--- config.mk ---
export PLATFORM = sky130hd
export DESIGN_NAME = im_prefetch_buffer
export DESIGN_NICKNAME = d
export VERILOG_FILES = /design/src/rtl/im_prefetch_buffer.sv
export SDC_FILE = /design/constraint.sdc
export NUM_CORES = 1
export LEC_CHECK = 0
export ABC_AREA = 1
export BUFFER_PORTS_ARGS = -buffer_cell sky130_fd_sc_hd__buf_2
export CORE_ASPECT_RATIO = 0.6
export CORE_MARGIN = 1.5
export CORE_UTILIZATION = 30
export DETAILED_ROUTE_END_ITERATION = 12
export GPL_TIMING_DRIVEN = 1
export PLACE_DENSITY = 0.45
export SYNTH_ARGS = -nofsm -noshare
export SYNTH_HDL_FRONTEND = slang
export SYNTH_SLANG_ARGS = --single-unit
--- constraint.sdc ---
create_clock -name i_clk -period 4.6 [get_ports i_clk]
set_clock_uncertainty 0.1 [all_clocks]
set_input_delay 0.69 -clock i_clk [delete_from_list [all_inputs] [get_ports i_clk]]
set_output_delay 0.69 -clock i_clk [all_outputs]
set_load 0.05 [all_outputs]
--- src/rtl/im_prefetch_buffer.sv ---
// im_prefetch_buffer: sequential instruction prefetcher between the core's
// instruction-fetch port and external instruction memory. Serves straight-line
// fetches from a small FIFO; a non-sequential address restarts prefetching.
// Optional build macro: ARVI_PREFETCH_BYPASS_EN forwards an ack word straight
// to the core when it is exactly the word the core is waiting on.
module im_prefetch_buffer #(
  parameter int XLEN  = 32,
  parameter int DEPTH = 4
) (
  input  logic                     i_clk,
  input  logic                     i_rst,
  input  logic                     i_cpu_req,
  input  logic [XLEN-1:0]          i_cpu_addr,
  output logic                     o_cpu_ready,
  output logic [XLEN-1:0]          o_cpu_data,
  input  logic                     i_flush,
  output logic                     o_mem_req,
  output logic [XLEN-1:0]          o_mem_addr,
  input  logic [XLEN-1:0]          i_mem_data,
  input  logic                     i_mem_ack,
  output logic [$clog2(DEPTH):0]   o_count
);

  localparam int PW = $clog2(DEPTH);
  localparam int CW = PW + 1;
  localparam logic [XLEN-1:0] STEP = XLEN'(4);

  typedef enum logic {IDLE, BUSY} mem_state_t;

  mem_state_t      state;
  logic [XLEN-1:0] fifo [DEPTH];
  logic [PW-1:0]   head;
  logic [PW-1:0]   tail;
  logic [CW-1:0]   count;
  logic [CW-1:0]   count_next;
  logic [XLEN-1:0] head_addr;
  logic [XLEN-1:0] fetch_addr;
  logic [XLEN-1:0] issue_addr;
  logic            base_valid;
  logic            stale;

  logic eval, addr_match, hit, miss, ack, good_ack, bypass, push, pop, can_issue;

  assign o_count = count;

  // Request classification, FIFO occupancy update and issue decision.
  always_comb begin
    eval       = i_cpu_req & ~o_cpu_ready & ~i_flush;
    addr_match = base_valid & (i_cpu_addr == head_addr);
    hit        = eval & (count != '0) & addr_match;
    // An empty buffer whose stream already targets the requested address is
    // waiting for data, not missing; re-missing would stale its own fetch.
    miss       = eval & ~addr_match;
    ack        = (state == BUSY) & i_mem_ack;
    // Ack data belongs to the live stream only if no redirect lands this cycle.
    good_ack   = ack & ~stale & ~miss & ~i_flush;
`ifdef ARVI_PREFETCH_BYPASS_EN
    bypass     = good_ack & eval & addr_match & (count == '0);
`else
    bypass     = 1'b0;
`endif
    push       = good_ack & ~bypass;
    pop        = hit;

    count_next = count;
    if (i_flush || miss)
      count_next = '0;
    else if (push && !pop)
      count_next = count + CW'(1);
    else if (pop && !push)
      count_next = count - CW'(1);

    issue_addr = miss ? i_cpu_addr : fetch_addr;
    can_issue  = ((state == IDLE) | ack) & ~i_flush & (miss | base_valid) &
                 (count_next < CW'(DEPTH));
  end

  // FIFO storage: written on push, contents need no reset.
  always_ff @(posedge i_clk) begin
    if (push)
      fifo[tail] <= i_mem_data;
  end

  // Buffer control, core response and memory request FSM.
  always_ff @(posedge i_clk) begin
    if (!i_rst) begin
      o_cpu_ready <= 1'b0;
      o_cpu_data  <= '0;
      o_mem_req   <= 1'b0;
      o_mem_addr  <= '0;
      state       <= IDLE;
      head        <= '0;
      tail        <= '0;
      count       <= '0;
      head_addr   <= '0;
      fetch_addr  <= '0;
      base_valid  <= 1'b0;
      stale       <= 1'b0;
    end else begin
      o_cpu_ready <= hit | bypass;
      if (hit)
        o_cpu_data <= fifo[head];
      else if (bypass)
        o_cpu_data <= i_mem_data;

      count <= count_next;
      if (i_flush || miss) begin
        head <= '0;
        tail <= '0;
      end else begin
        if (pop)
          head <= head + PW'(1);
        if (push)
          tail <= tail + PW'(1);
      end

      if (miss)
        head_addr <= i_cpu_addr;
      else if (hit || bypass)
        head_addr <= head_addr + STEP;

      if (i_flush)
        base_valid <= 1'b0;
      else if (miss)
        base_valid <= 1'b1;

      // Only a request still in flight after this cycle can return stale data.
      if ((i_flush || miss) && state == BUSY && !i_mem_ack)
        stale <= 1'b1;
      else if (ack)
        stale <= 1'b0;

      if (can_issue)
        fetch_addr <= issue_addr + STEP;
      else if (miss)
        fetch_addr <= i_cpu_addr;

      if (can_issue) begin
        o_mem_req  <= 1'b1;
        o_mem_addr <= issue_addr;
        state      <= BUSY;
      end else if (ack) begin
        o_mem_req  <= 1'b0;
        state      <= IDLE;
      end
    end
  end

endmodule
==> reports/results.tsv <==
metric	value	unit
slowest_delay	460	ps
p_sw	1.33	mW
synth_area	12300	um^2
worst-r2r-setup-slack	380	ps
min_period_over_period	0.918	
nets	1671	
synth_commonest_cells	nor2_1 (241), nand2_1 (231), o21ai_0 (171)	
dr.pass1.iters	5	
holdWs	237	ps
first_iter_violations	891	
yosys.area_share.simple	0.227	
synthArstFlopShare	0	
yosys.area.top_type	edfxtp_1	
clk_latency	570	ps
postRouteAntennaNets	0	
clk_pin_slew_worst_paths	60	ps
holdPathStages	1	
syn_area_per_cell	8.45	um^2
grt_pass1_vias	9412	
drv_slew	0	
synth_mux_area_frac	0	
status	finished, final reports clean	
rr_worst_depth	25	
grt_overflow	0	
yosysMostFrequentCell	nor2_1	
max_slew_margin	0.373	
synth_nets	1540	
synthAdderAreaFrac	0.0112	
core-area	40500	um^2
peakVddDrop	300	uV
required	4960	ps
critPathTopFamily	simple AND/OR/NAND/NOR gates	
p_clk_frac	0.442	
path_common_cell	nand2_1	
synth_top_family_by_area	simple AND/OR/NAND/NOR gates	
post-cts-setup-buffer-count	0	
r2r-end	fetch_addr[20]	
min_to	fifo[2][1]	
worst_path_max_delay_cell	dfxtp_1	
vias_per_cell	4.80	
vias	10300	
hpwl	27100	um
synth_top_area_share	0.312	
path_class	reg2reg	
drcViolationCount	0	
clk_path_buf_depth	3	
r2r-start	head_addr[4]	
synth_cells	1460	
drv_cap	0	
seqPwrFrac	0.477	
ys_seq_elements	267	
synth_cell_types	45	
powerDensity	369	nW/um^2
gp_congestion	0.905	
swShare	0.247	
crit_buf_inv	4	
io_buffers	137	
cts_tree	built	
final_hold_viol_count	0	
cts_root_buf	clkbuf_16	
synth_compound_area_frac	0.136	
p_leak	5.81	nW
rows	57	
antenna_found_initial	3	
io_pins	138	
grt_max_degree	82	
track_usage	0.183	
hold_path.class	in2reg	
period_needed	4220	ps
crit_fanout	9	
rsz0062_at_grt	false	
layout-drive-gt1-share	0.185	
wl_per_cell	18.3	um
cts_sinks	267	
synth.area.top_cells	edfxtp_1 (31%), dfxtp_1 (23%), nor2_1 (7.3%), nand2_1 (7.0%), o21ai_0 (6.9%)	
worstMarginPinSlew	941	ps
yosysWarnings	0	
comb_power_share	0.081	
synthXorXnorAreaFrac	0.0170	
grt_pass1_wl	59300	um
timing.fmax	0.237	GHz
synth_seq_area_share	0.537	
hp-start	i_mem_data[1]	
synth_edf_count	128	
initial_core_util	0.305	
p_int	4.06	mW
setup_viol	0	
finalWirelength	39200	um
htree_levels	1	
cp_data_arrival_time	4580	ps
die_area	42400	um^2
cts_buffers	28	
final_core_util	0.361	
synth_flop_cell	dfxtp_1	
cp-start-kind	flip-flop	
cp-end-kind	flip-flop	
die_h	160	um
die_x	265	um
syn2layout_area_growth	18.5	%
-- cells in the final DEF, fill, tap and decap left out, types with 2 or more instances in the layout --
| master | synthesis | final |
|---|---|---|
| a211oi_1 | 3 | 3 |
| a21oi_1 | 57 | 57 |
| a31oi_1 | 47 | 47 |
| buf_2 | 7 | 136 |
| buf_4 | 1 | 28 |
| bufinv_16 | 0 | 4 |
| clkbuf_1 | 45 | 8 |
| clkbuf_16 | 0 | 29 |
| clkinv_1 | 4 | 5 |
| clkinv_2 | 0 | 5 |
| clkinvlp_4 | 0 | 3 |
| dfxtp_1 | 139 | 138 |
| edfxtp_1 | 128 | 128 |
| ha_1 | 11 | 11 |
| inv_1 | 124 | 123 |
| inv_2 | 28 | 28 |
| nand2_1 | 231 | 231 |
| nand2_2 | 20 | 20 |
| nand3_1 | 66 | 66 |
| nand3_2 | 3 | 3 |
| nand3_4 | 3 | 3 |
| nand3b_1 | 5 | 5 |
| nand4_1 | 18 | 18 |
| nor2_1 | 241 | 236 |
| nor2_2 | 9 | 10 |
| nor2_4 | 8 | 12 |
| nor3_1 | 17 | 16 |
| nor3_2 | 1 | 2 |
| nor3_4 | 3 | 3 |
| nor4_2 | 1 | 2 |
| o211ai_1 | 4 | 4 |
| o21ai_0 | 171 | 171 |
| o21ai_1 | 5 | 5 |
| o21ai_2 | 5 | 5 |
| o221ai_1 | 4 | 4 |
| o22ai_1 | 8 | 8 |
| xnor2_1 | 7 | 7 |
| xor2_1 | 17 | 17 |
-- cell type report --
cell class	instances	area, um^2
clock inverter	13	184
fill	4222	25900
multi-input combinational	973	4870
sequential	267	6630
inverter	156	586
tap	531	664
clock buffer	38	769
antenna	1	2.50
timing repair buffer	165	911
-- worst max path at each step --
stage,startpoint,to,slack (ps),depth (start not counted)
3_3_place_gp,i_cpu_addr[24],fetch_addr[29],-40,21
2_1_floorplan,i_cpu_addr[23],fifo[0][0],660,17
4_1_cts,head_addr[24],fetch_addr[29],330,21
5_1_grt,head_addr[2],fetch_addr[20],30,25
3_5_place_dp,i_cpu_addr[0],fetch_addr[29],-6,23
6_report,head_addr[4],fetch_addr[20],380,25
-- through the flow --
stage / TNS, ps / instance area, um^2 / worst slack, ps / std cells / power, mW
floorplan: 0 / 12300 / 658 / 1460 / 2.89
global placement: -55.5 / 13600 / -44.7 / 2092 / 3.06
detailed placement: -6.23 / 13600 / -5.60 / 2092 / 3.06
CTS: 0 / 14600 / 330 / 2143 / 5.46
global route: 0 / 14600 / 34.3 / 2144 / 5.61
finish: 0 / 14600 / 378 / 2144 / 5.39
-- registers in the layout, summed over array words and instances, names as in the netlist --
| register | cells |
|---|---|
| fifo | 128 |
| fetch_addr | 32 |
| head_addr | 32 |
| o_cpu_data | 32 |
| o_mem_addr | 32 |
| o_count | 3 |
| head | 2 |
| tail | 2 |
| base_valid | 1 |
| o_cpu_ready | 1 |
| stale | 1 |
| state | 1 |
-- metal layers --
layer	part of all wire	global-route usage
met2	0.39	0.249
met5	0	0
met3	0.064	0.0319
met1	0.53	0.300
met4	0.012	0.0286
-- power groups by stage --
stage	sequential (mW)	combinational [mW]	clock, mW
5_1_grt	2.57	0.483	2.56
6_report	2.57	0.438	2.38
3_5_place_dp	2.62	0.435	0
3_3_place_gp	2.62	0.436	0
4_1_cts	2.57	0.437	2.46
2_1_floorplan	2.68	0.214	0
-- what timing repair did --
| item | in CTS | in global routing |
|---|---|---|
| gates resized for setup | 0 | 3 |
| hold buffers | 0 | 0 |
| endpoints found under the setup margin | 0 | 28 |
-- kinds of logic after synthesis --
| family | count (synthesis) |
|---|---|
| buf+inv | 220 |
| simple gates | 630 |
| fa+ha+maj | 11 |
| flops | 267 |
| compound gates | 308 |
| xor+xnor | 24 |
-- worst register-to-register path: stages, from the launching register on --
cell	delay (ps)
dfxtp_1	460
inv_2	40
nand2_1	150
nand2_1	70
nor2_1	110
nand3_1	130
nor2_2	240
nand3_4	170
nand2_8	100
inv_2	40
nor2_1	70
inv_1	60
nor3_1	280
inv_2	200
ha_1	250
nand2_1	110
o22ai_1	70
a31o_2	220
nand3_1	100
nand2_1	240
nor2_2	260
nand3_4	160
nor2_4	200
nand2_1	100
o21ai_1	120
nor2_1	50
No activity file was read; power rests on OpenSTA's default activity.
